**config.mk**
```make
export PLATFORM = sky130hd
export DESIGN_NAME = fpu_q_mac_flat
export DESIGN_NICKNAME = d
export VERILOG_FILES = /design/src/rtl/fpu_pkg.sv /design/src/rtl/fpu_q_mac_if.sv /design/src/rtl/q_sat_add.sv /design/src/rtl/fpu_q_mac.sv /design/src/flat_wrapper.sv
export SDC_FILE = /design/constraint.sdc
export NUM_CORES = 2
export LEC_CHECK = 0
export CAP_MARGIN = 5
export CORE_ASPECT_RATIO = 1.5
export CORE_UTILIZATION = 35
export CTS_BUF_LIST = sky130_fd_sc_hd__clkbuf_8
export DETAILED_ROUTE_END_ITERATION = 10
export DONT_BUFFER_PORTS = 1
export SKIP_LAST_GASP = 1
export SLEW_MARGIN = 0
export SYNTH_ARGS = -nofsm -noshare
export SYNTH_HDL_FRONTEND = slang
export SYNTH_SLANG_ARGS = --single-unit
export TNS_END_PERCENT = 1
```
**constraint.sdc**
```tcl
create_clock -name clk -period 8.5 [get_ports clk]
set_input_delay 0.425 -clock clk [delete_from_list [all_inputs] [get_ports clk]]
set_output_delay 0.425 -clock clk [all_outputs]
set_load 0.01 [all_outputs]
```
**src/rtl/fpu_pkg.sv**
```systemverilog
// Shared definitions for the fixed-point Q32.32 arithmetic unit.
// Holds op encodings, Q-format constants, FSM states and the debug view.
package fpu_pkg;

  localparam logic [1:0] OP_MUL = 2'b00;
  localparam logic [1:0] OP_MAC = 2'b01;
  localparam logic [1:0] OP_ADD = 2'b10;
  localparam logic [1:0] OP_CLR = 2'b11;

  localparam logic [63:0] Q_ONE = 64'h0000_0001_0000_0000;
  localparam logic [63:0] Q_MAX = 64'h7FFF_FFFF_FFFF_FFFF;
  localparam logic [63:0] Q_MIN = 64'h8000_0000_0000_0000;

  typedef enum logic [1:0] {
    S_IDLE = 2'd0,
    S_MUL  = 2'd1,
    S_FIN  = 2'd2,
    S_DONE = 2'd3
  } state_t;

  typedef struct packed {
    state_t     state;
    logic [5:0] cnt;
    logic       inexact;
  } dbg_t;

  // Unsigned magnitude; the most negative value maps exactly to 2^63.
  function automatic logic [63:0] abs64(input logic [63:0] v);
    return v[63] ? (~v + 64'd1) : v;
  endfunction

endpackage

```
**src/rtl/fpu_q_mac_if.sv**
```systemverilog
// Request/response bundle between the FPU input muxes and the Q32.32 MAC unit.
// Both directions use valid/ready: a transfer happens on a rising edge where valid && ready.
interface fpu_q_mac_if;
  logic        in_valid;
  logic        in_ready;
  logic [1:0]  op;
  logic [63:0] a_data;
  logic [63:0] b_data;
  logic        out_valid;
  logic        out_ready;
  logic [63:0] out_data;
  logic        out_sat;
  logic [63:0] acc_data;

  modport master (
    output in_valid, op, a_data, b_data, out_ready,
    input  in_ready, out_valid, out_data, out_sat, acc_data
  );

  modport slave (
    input  in_valid, op, a_data, b_data, out_ready,
    output in_ready, out_valid, out_data, out_sat, acc_data
  );
endinterface

```
**src/rtl/q_sat_add.sv**
```systemverilog
// Combinational signed 64-bit adder that clamps to Q_MAX/Q_MIN on overflow.
module q_sat_add
  import fpu_pkg::*;
(
  input  logic [63:0] a,
  input  logic [63:0] b,
  output logic [63:0] y,
  output logic        ovf
);

  logic [63:0] sum;

  always_comb begin
    sum = a + b;
    ovf = (a[63] == b[63]) && (sum[63] != a[63]);
    y   = ovf ? (a[63] ? Q_MIN : Q_MAX) : sum;
  end

endmodule

```
**src/rtl/fpu_q_mac.sv**
```systemverilog
// Sequential Q32.32 MUL / MAC / saturating ADD / CLR unit.
// The multiplier is shift-and-add on operand magnitudes, one bit of |B| per cycle.
module fpu_q_mac
  import fpu_pkg::*;
#(
  parameter int Q_FRAC = 32
) (
  input  logic          clk,
  input  logic          reset_n,
  fpu_q_mac_if.slave    bus,
  output dbg_t          dbg
);

  state_t       state, state_nx;
  logic [1:0]   op_q;
  logic [63:0]  mag_a, mag_b;
  logic         neg_q;
  logic [5:0]   cnt;
  logic [127:0] prod;
  logic [127:0] partial;
  logic [63:0]  res_q, acc_q;
  logic         sat_q;

  logic [63:0]  q_mag, fin_val;
  logic         hi_ovf, fin_sat;
  logic [63:0]  add_a, add_b, add_y;
  logic         add_ovf;

  // Rounding is truncation of the magnitude, so negative results round toward zero.
  always_comb begin
    q_mag   = prod[Q_FRAC +: 64];
    hi_ovf  = |prod[127:Q_FRAC+64];
    fin_sat = 1'b0;
    fin_val = q_mag;
    if (!neg_q) begin
      if (hi_ovf || q_mag[63]) begin
        fin_sat = 1'b1;
        fin_val = Q_MAX;
      end
    end else if (hi_ovf || (q_mag[63] && (|q_mag[62:0]))) begin
      fin_sat = 1'b1;
      fin_val = Q_MIN;
    end else begin
      fin_val = 64'd0 - q_mag;
    end
  end

  // One adder serves ADD at acceptance and the MAC accumulate in FIN.
  assign add_a = (state == S_IDLE) ? bus.a_data : acc_q;
  assign add_b = (state == S_IDLE) ? bus.b_data : fin_val;

  q_sat_add u_add (
    .a   (add_a),
    .b   (add_b),
    .y   (add_y),
    .ovf (add_ovf)
  );

  assign partial = {64'd0, mag_a} << cnt;

  always_comb begin
    state_nx = state;
    case (state)
      S_IDLE: if (bus.in_valid) begin
        state_nx = (bus.op == OP_MUL || bus.op == OP_MAC) ? S_MUL : S_DONE;
      end
      S_MUL:  if (cnt == 6'd63) state_nx = S_FIN;
      S_FIN:  state_nx = S_DONE;
      S_DONE: if (bus.out_ready) state_nx = S_IDLE;
      default: state_nx = S_IDLE;
    endcase
  end

  always_ff @(posedge clk or negedge reset_n) begin
    if (!reset_n) begin
      state <= S_IDLE;
      op_q  <= OP_MUL;
      mag_a <= '0;
      mag_b <= '0;
      neg_q <= 1'b0;
      cnt   <= '0;
      prod  <= '0;
      res_q <= '0;
      acc_q <= '0;
      sat_q <= 1'b0;
    end else begin
      state <= state_nx;
      case (state)
        S_IDLE: if (bus.in_valid) begin
          op_q  <= bus.op;
          mag_a <= abs64(bus.a_data);
          mag_b <= abs64(bus.b_data);
          neg_q <= bus.a_data[63] ^ bus.b_data[63];
          cnt   <= '0;
          prod  <= '0;
          if (bus.op == OP_ADD) begin
            res_q <= add_y;
            sat_q <= add_ovf;
          end else if (bus.op == OP_CLR) begin
            res_q <= '0;
            sat_q <= 1'b0;
            acc_q <= '0;
          end
        end
        S_MUL: begin
          if (mag_b[cnt]) prod <= prod + partial;
          cnt <= cnt + 6'd1;
        end
        S_FIN: begin
          if (op_q == OP_MAC) begin
            res_q <= add_y;
            sat_q <= fin_sat | add_ovf;
            acc_q <= add_y;
          end else begin
            res_q <= fin_val;
            sat_q <= fin_sat;
          end
        end
        default: ;
      endcase
    end
  end

  assign bus.in_ready  = (state == S_IDLE);
  assign bus.out_valid = (state == S_DONE);
  assign bus.out_data  = res_q;
  assign bus.out_sat   = sat_q;
  assign bus.acc_data  = acc_q;

  assign dbg.state   = state;
  assign dbg.cnt     = cnt;
  assign dbg.inexact = |prod[Q_FRAC-1:0];

endmodule

```
**src/flat_wrapper.sv**
```systemverilog
// flat-port wrapper written by rule: the top's interface ports become plain ports
module fpu_q_mac_flat import fpu_pkg::*;
#(
  parameter int Q_FRAC = 32
)
  (clk, reset_n, dbg, bus_in_valid, bus_op, bus_a_data, bus_b_data, bus_out_ready, bus_in_ready, bus_out_valid, bus_out_data, bus_out_sat, bus_acc_data);
  fpu_q_mac_if bus_i ();
  input  logic clk;
  input  logic reset_n;
  output dbg_t dbg;
  input wire logic [$bits(bus_i.in_valid)-1:0] bus_in_valid;
  input wire logic [$bits(bus_i.op)-1:0] bus_op;
  input wire logic [$bits(bus_i.a_data)-1:0] bus_a_data;
  input wire logic [$bits(bus_i.b_data)-1:0] bus_b_data;
  input wire logic [$bits(bus_i.out_ready)-1:0] bus_out_ready;
  output wire logic [$bits(bus_i.in_ready)-1:0] bus_in_ready;
  output wire logic [$bits(bus_i.out_valid)-1:0] bus_out_valid;
  output wire logic [$bits(bus_i.out_data)-1:0] bus_out_data;
  output wire logic [$bits(bus_i.out_sat)-1:0] bus_out_sat;
  output wire logic [$bits(bus_i.acc_data)-1:0] bus_acc_data;
  assign bus_i.in_valid = bus_in_valid;
  assign bus_i.op = bus_op;
  assign bus_i.a_data = bus_a_data;
  assign bus_i.b_data = bus_b_data;
  assign bus_i.out_ready = bus_out_ready;
  assign bus_in_ready = bus_i.in_ready;
  assign bus_out_valid = bus_i.out_valid;
  assign bus_out_data = bus_i.out_data;
  assign bus_out_sat = bus_i.out_sat;
  assign bus_acc_data = bus_i.acc_data;
  fpu_q_mac #(.Q_FRAC(Q_FRAC)) u_core (.clk(clk), .reset_n(reset_n), .bus(bus_i), .dbg(dbg));
endmodule
```
# Yosys cells after proc, flatten, opt, wreduce, memory -nomap -nowiden
# Cells that the tools add are included.
# totals
regBits	396
inputBits	134
wordCells	96
# classes
addsub	6
order_cmp	1
eq_ne	18
shifts	1
muxes	38
n_bitwise	4
reduce_logical	18
# op_table
operator	n
2-to-1 mux 64 bit	16
2-to-1 mux 128 bit	2
one-hot mux 128 bit (2 select lines)	1
one-hot mux 64 bit (2 select lines)	2
adder 128 bit	1
adder 64 x 1 -> 64 bit (second input constant)	2
inverter 64 bit	2
<< shifter 64 x 6 -> 128 bit	1
adder 64 bit	1
OR reduction 32 bit	2
subtractor 1 x 64 -> 64 bit (first input constant)	1
OR reduction 63 bit	1
one-hot mux 6 bit (2 select lines)	1
AND reduction 3 bit	3
== test 2 bit (second input constant)	4
2-to-1 mux 1 bit	8
2-to-1 mux 2 bit	4
!= test 2 x 1 -> 1 bit (second input constant)	4
one-hot mux 2 bit (4 select lines)	1
< comparator 6 x 7 -> 1 bit (second input constant)	1
adder 6 x 1 -> 6 bit (second input constant)	1
binary-select mux 1 bit (select 6 bit)	1
== test 2 x 1 -> 1 bit (second input constant)	3
== test 6 bit (second input constant)	1
other kinds (14)	22

# Longest topological paths before layout
# depth
ltp_word	13
depth_mapped	27
mapped_depth_nobuf	22

# Hierarchy
# A second synthesis with hierarchy kept.
# hier_totals
cells_unflattened	5094
area_unflattened_um2	39339.0
# by_module_without_submodules
mod	instances	cells_each	area_each_um2	seq_area_each_um2
fpu_q_mac	1	4433	34615.7	9909.5
q_sat_add	1	661	4723.3	0.0

# Worst setup path before layout
# No wires, ideal clock.
# synth_path
path_type	reg-to-reg
startpoint	register u_core.cnt[0]
endpoint	register u_core.prod[117]
setup_ps	126
arrival_ps	5953
required_ps	8374
slack_ps	2421
path_stages_with_launch	26
n_path_buf	5
synth_period_minus_slack_ps	6079
cell_sequence	dfrtp_1 buf_2 buf_1 clkbuf_1 clkbuf_1 mux2i_1 mux2i_1 nand2_1 o21ai_0 mux2i_1 nor2_1 a31o_2 nor2_1 nor2_1 ha_1 clkbuf_1 and4_1 nand2_1 nor4_1 nand2b_1 nor4_1 o21ai_0 a2111oi_0 o21ai_0 and4_1 a221o_1
# synth_via
elab_chain_len	4
# synth_lines
item	line_no	rtl
start, declared	fpu_q_mac.sv:18	logic [5:0] cnt;
start signal, assigned	fpu_q_mac.sv:107	cnt <= cnt + 6'd1;
<< shifter 64 x 6 -> 128 bit or binary-select mux 1 bit (select 6 bit) (tied branches)	fpu_q_mac.sv:59, fpu_q_mac.sv:106	
adder 128 bit or 2-to-1 mux 1 bit (tied branches)	fpu_q_mac.sv:106	if (mag_b[cnt]) prod <= prod + partial;
2-to-1 mux 128 bit or != test 2 x 1 -> 1 bit (tied branches)	-	
one-hot mux 128 bit (2 select lines) or AND reduction 3 bit (tied branches)	-	
end signal, assigned	fpu_q_mac.sv:106	
end, declared	fpu_q_mac.sv:19	logic [127:0] prod;
# Several ways; a longest one is shown, not always the timed one. The select of a mux whose other input is x is not followed.
# A chain may end at the register's enable or synchronous reset.

# Final worst setup path
# layout_path
startpoint	register u_core.prod[32]
endpoint	register u_core.res_q[16], in the netlist u_core.bus.out_data[16]
# layout_via
elab_chain_len	13
# layout_lines
item	line_no	rtl
branches (longest 4 deep; another with subtractor 1 x 64 -> 64 bit)	-	
2-to-1 mux 64 bit *	fpu_q_mac.sv:35	if (!neg_q) begin
2-to-1 mux 64 bit	fpu_q_mac.sv:50	assign add_b = (state == S_IDLE) ? bus.b_data : fin_val;
adder 64 bit	q_sat_add.sv:14	sum = a + b;
!= test 1 bit	q_sat_add.sv:15	ovf = (a[63] == b[63]) && (sum[63] != a[63]);
logical AND 1 bit	q_sat_add.sv:15	
2-to-1 mux 64 bit	q_sat_add.sv:16	y = ovf ? (a[63] ? Q_MIN : Q_MAX) : sum;
2-to-1 mux 64 bit	fpu_q_mac.sv:96	if (bus.op == OP_ADD) begin
2-to-1 mux 64 bit	fpu_q_mac.sv:89	S_IDLE: if (bus.in_valid) begin
one-hot mux 64 bit (2 select lines) *	fpu_q_mac.sv:88	case (state)
end signal, assigned	fpu_q_mac.sv:97	res_q <= add_y;
end signal, assigned	fpu_q_mac.sv:111	res_q <= add_y;
end signal, assigned	fpu_q_mac.sv:115	res_q <= fin_val;
end, declared	fpu_q_mac.sv:21	logic [63:0] res_q, acc_q;
# Every way passes the cells marked *. The select of a mux whose other input is x is not followed.

==> run summary <==
• share of final-layout standard cells stronger than drive strength 1: 9.953%
• largest incremental delay on the critical path: 1.16 ns
• number of DRC markers after the initial detailed-route iteration: 4098
• fin. max-slew vios: 142
• endpoint of the most critical setup path: u_core.bus.out_data[16]
• total gr overflow: 0
• post-layout min period: 8.208 ns
• static leakage: 18.79 nW
• remaining max-slew budget at the tightest pin: -32.27%
• overall routed net length: 208.6 mm
• clk sinks: 396
• Clk Latency, worst-skew pair: 0.82 ns
• final clock skew: 0.04091 ns
• area of the die: 114900 um^2
• number of nets at the end of the flow: 5571
• horizontal extent of the die: 277.1 um
• total negative setup slack: 0 ns
• Worst Hold Margin: -0.6310 ns
• Worst Reg2Reg Path Length in Cells: 24
• arrival time at the worst endpoint: 8.93 ns
• number of DRC violations after detailed routing: 0
• synthesized cell area: 39720 um^2
• number of enable-type register cells in the synthesized netlist: 0
• worst r2r src: u_core.prod[32]
• CTS tree: done
• remaining antenna violation count after routing: 0
• CP Max Fanout: 26
• RSZ-0062 raised after global routing: no
• Hold-fix buffers, CTS: 214
• cell row count: 151
• category of the critical setup timing path: flop to flop
• Max Clk Rate: 0.1218 GHz
• number of antenna violations at the first check in global routing: 29
• Req. time, crit path: 9.23 ns
• highest routed layer: met5
• first drt pass iteration count: 6
• total cell area at the placement stage: 41200 um^2
• Critical Path Slowest Stage Cell: o311ai_0
• number of stages on the worst setup path: 24
• dominant cell type by count on the critical path: buf_4
• net count of the mapped netlist: 5514
• number of violations of the max-capacitance limit: 0
• length of routed wiring on met1: 72.05 mm
• Worst-Margin Slew: 1.984 ns
• most common flop cell mapped by yosys: dfrtp_1
• floorplan die height: 414.6 um
• Non-Filler Cell Area, Final: 45060 um^2
• origin of the worst setup path: u_core.prod[32]
• Final setup violation count: 0
• signed area change from the synthesized netlist to the final layout: 13.45%
• cells after synthesis: 5180
• total track usage: 35.35%
• routed wire length per instance: 30.78 um
• average via count per standard cell: 6.372
• portion of the clock cycle consumed by the worst path in the final layout: 96.56%
• startpoint type of the worst setup path: flop
• number of buffers on the longest clock path: 3
• number of global-route vias before repair: 42541
• flops & latches, synth: 396
• TritonCTS Buffers: 73
• detailed placer's ending HPWL: 156.1 mm
• average footprint of a synthesized cell: 7.668 um^2
• Starting Density: 35.22%
• power density relative to cell area: 454.0 nW/um^2
• compound-gate portion of the synthesized area: 27.28%
• core area: 112800 um^2
• clock input transition at the sequential cells of the worst setup and hold paths: 0.07 ns
• CTS H-Tree Depth: 3
• met3 wirelength from detailed routing: 17.44 mm
• parity-gate share of the synthesized area counting xor and xnor cells: 6.042%
• met2 layer wire length in the routed design: 96.77 mm
• combined flip-flop and latch cell area: 9931 um^2
• top cell family by delay on the critical path: simple AND/OR/NAND/NOR gates
• cells traversed along the worst timing path: inv_1 -> ha_1 -> or3b_2 -> nor4_1 -> buf_4 -> nand4_1 -> o31ai_1 -> buf_4 -> nand3_1 -> buf_4 -> o311ai_0 -> mux2_2 -> ha_1 -> and4_1 -> nand2_1 -> nor2_1 -> nand2_1 -> nor3b_1 -> o211ai_1 -> and3_1 -> buf_4 -> o31ai_1 -> o21ai_0 -> a21oi_1
• result of the run: finished with violations
• weighted congestion reported at the end of routability-driven placement: 1.068
• adder and majority gate portion of the synthesized area: 6.363%
• total area of multi-input combinational cells: 28220 um^2
• number of fillers in the final layout: 11527
• Port-buffer cells: 0
• count of warnings emitted by yosys: 0
• Post-Synth Simple-Gate Area: 21.18%
• violated checks: negative hold slack, max-slew violations
• critical register-to-register path endpoint: u_core.bus.out_data[16]
• Max rail drop VDD: 0.3036 mV
• global-route wire length before repair: 297.1 mm
• Final Hold Violating Endpoints: 396
• FFs w/ async S/R, synth: 100.0%
• post-synthesis sequential area ratio: 24.95%
• combinational family with the most area after synthesis: compound AO/OA/AOI/OAI gates
• pin count of the biggest net entering global routing: 397
• via count: 43179
• category of the worst setup path capture point: flop
• post-synthesis mux area share: 9.928%
• master cell of the clock root buffer: clkbuf_8
• count of buffering cells on the critical path with inverters included: 5
• I/O pin total: 274
• Netlist cell types: 98
• R2R setup slack: 0.29 ns
• Min-Delay Path Class: input pin to async pin
[worst reg2reg max path, delay by kind of cell (launching register included)]
kind / cells / cell delay, ns
flip-flops: 1 / 0.45
buffers and inverters: 5 / 1.08
AND/OR/NAND/NOR: 10 / 3.36
AO/OA/AOI/OAI: 6 / 2.39
multiplexers: 1 / 0.34
adder cells (fa/ha/maj): 2 / 0.51
[how the worst min path moves through the flow]
stage / from / endpoint / slack, ns / cells past startpoint
after detailed placement: reset_n / u_core.prod[117] / 0.18 / 0
final: reset_n / u_core.prod[118] / -0.63 / 0
after CTS: reset_n / u_core.prod[116] / -0.68 / 0
after global routing: reset_n / u_core.prod[116] / -0.66 / 0
after floorplan: reset_n / u_core.bus.acc_data[0] / 0.13 / 0
after global placement: reset_n / u_core.prod[115] / 0.17 / 0
[stage by stage]
step | hold WS (ns) | instances | total power, W | util (%) | worst slack [ns]
floorplan | 0.1294 | 5180 | 0.01261 | - | 2.421
global placement | 0.1705 | 6401 | 0.01756 | 36.52 | 0.6893
detailed placement | 0.1767 | 6401 | 0.01753 | 36.52 | 0.6568
CTS | -0.6800 | 6748 | 0.01994 | 39.89 | 0.5306
global route | -0.6620 | 6769 | 0.02146 | 39.94 | 0.1117
finish | -0.6310 | 6776 | 0.02046 | 39.95 | 0.2920
[cell families after synthesis]
family,Yosys count
mux,289
xor+xnor,274
compound gates,1755
simple gates,1829
buf+inv,436
fa+ha+maj,201
flops,396
[cell usage after synthesis (all sizes together), types with 84 or more instances]
cell type | count | share of area [%]
a21o | 109 | 2.1
a21oi | 431 | 5.4
clkbuf | 292 | 2.8
dfrtp | 396 | 25
ha | 198 | 6.2
mux2 | 120 | 3.4
mux2i | 97 | 2.4
nand2 | 830 | 7.8
nand3 | 84 | 1.1
nand4 | 113 | 1.8
nor2 | 383 | 3.6
nor3 | 94 | 1.2
o21ai | 605 | 7.6
xnor2 | 89 | 2.0
xor2 | 185 | 4.1
[report_power, final]
part	total, W	switching, W	internal (W)
combinational	0.0147	0.00958	0.00509
sequential	0.00358	0.00106	0.00252
clock	0.00220	0.00104	0.00116
[sequential cells by signal, indices dropped and copies added (netlist names)]
signal	flops
u_core.bus.acc_data	64
u_core.bus.out_data	64
u_core.bus.out_sat	1
u_core.cnt	6
u_core.mag_a	64
u_core.mag_b	64
u_core.neg_q	1
u_core.op_q	2
u_core.prod	128
u_core.state	2
[final cells by class]
class / count / area share, %
Sequential cell: 396 / 22.04
Tap cell: 1453 / 4.034
Timing Repair Buffer: 333 / 6.808
Inverter: 85 / 0.7080
Clock buffer: 95 / 2.901
Multi-Input combinational cell: 4348 / 62.63
Clock inverter: 38 / 0.7247
Antenna cell: 28 / 0.1555
[routing by layer]
| metal | GRT usage [%] | vias to the layer above |
|---|---|---|
| met1 | 36.88 | 20881 |
| met4 | 32.26 | 14 |
| met3 | 9.059 | 777 |
| li1 | - | 19279 |
| met2 | 58.37 | 2228 |
| met5 | 0 | - |
[cell usage in the layout (no fill, tap or decap), types with 79 or more instances in the layout]
cell type      instances
nand2_1              828
o21ai_0              586
a21oi_1              430
dfrtp_1              389
nor2_1               381
dlygate4sd3_1        212
ha_1                 197
xor2_1               185
mux2_2               120
buf_4                118
nand4_1              113
a21o_1               109
mux2i_1               97
clkbuf_8              95
inv_1                 93
nor3_1                90
xnor2_1               89
nand3_1               83
o31ai_1               80
a31oi_1               79
[repair_timing]
action,4_1_cts,5_1_grt
endpoints found under the hold margin,533,396
setup endpoints to repair,0,0
setup buffers,0,0
resized for setup,0,0
Power figures use the tool's default switching activity.
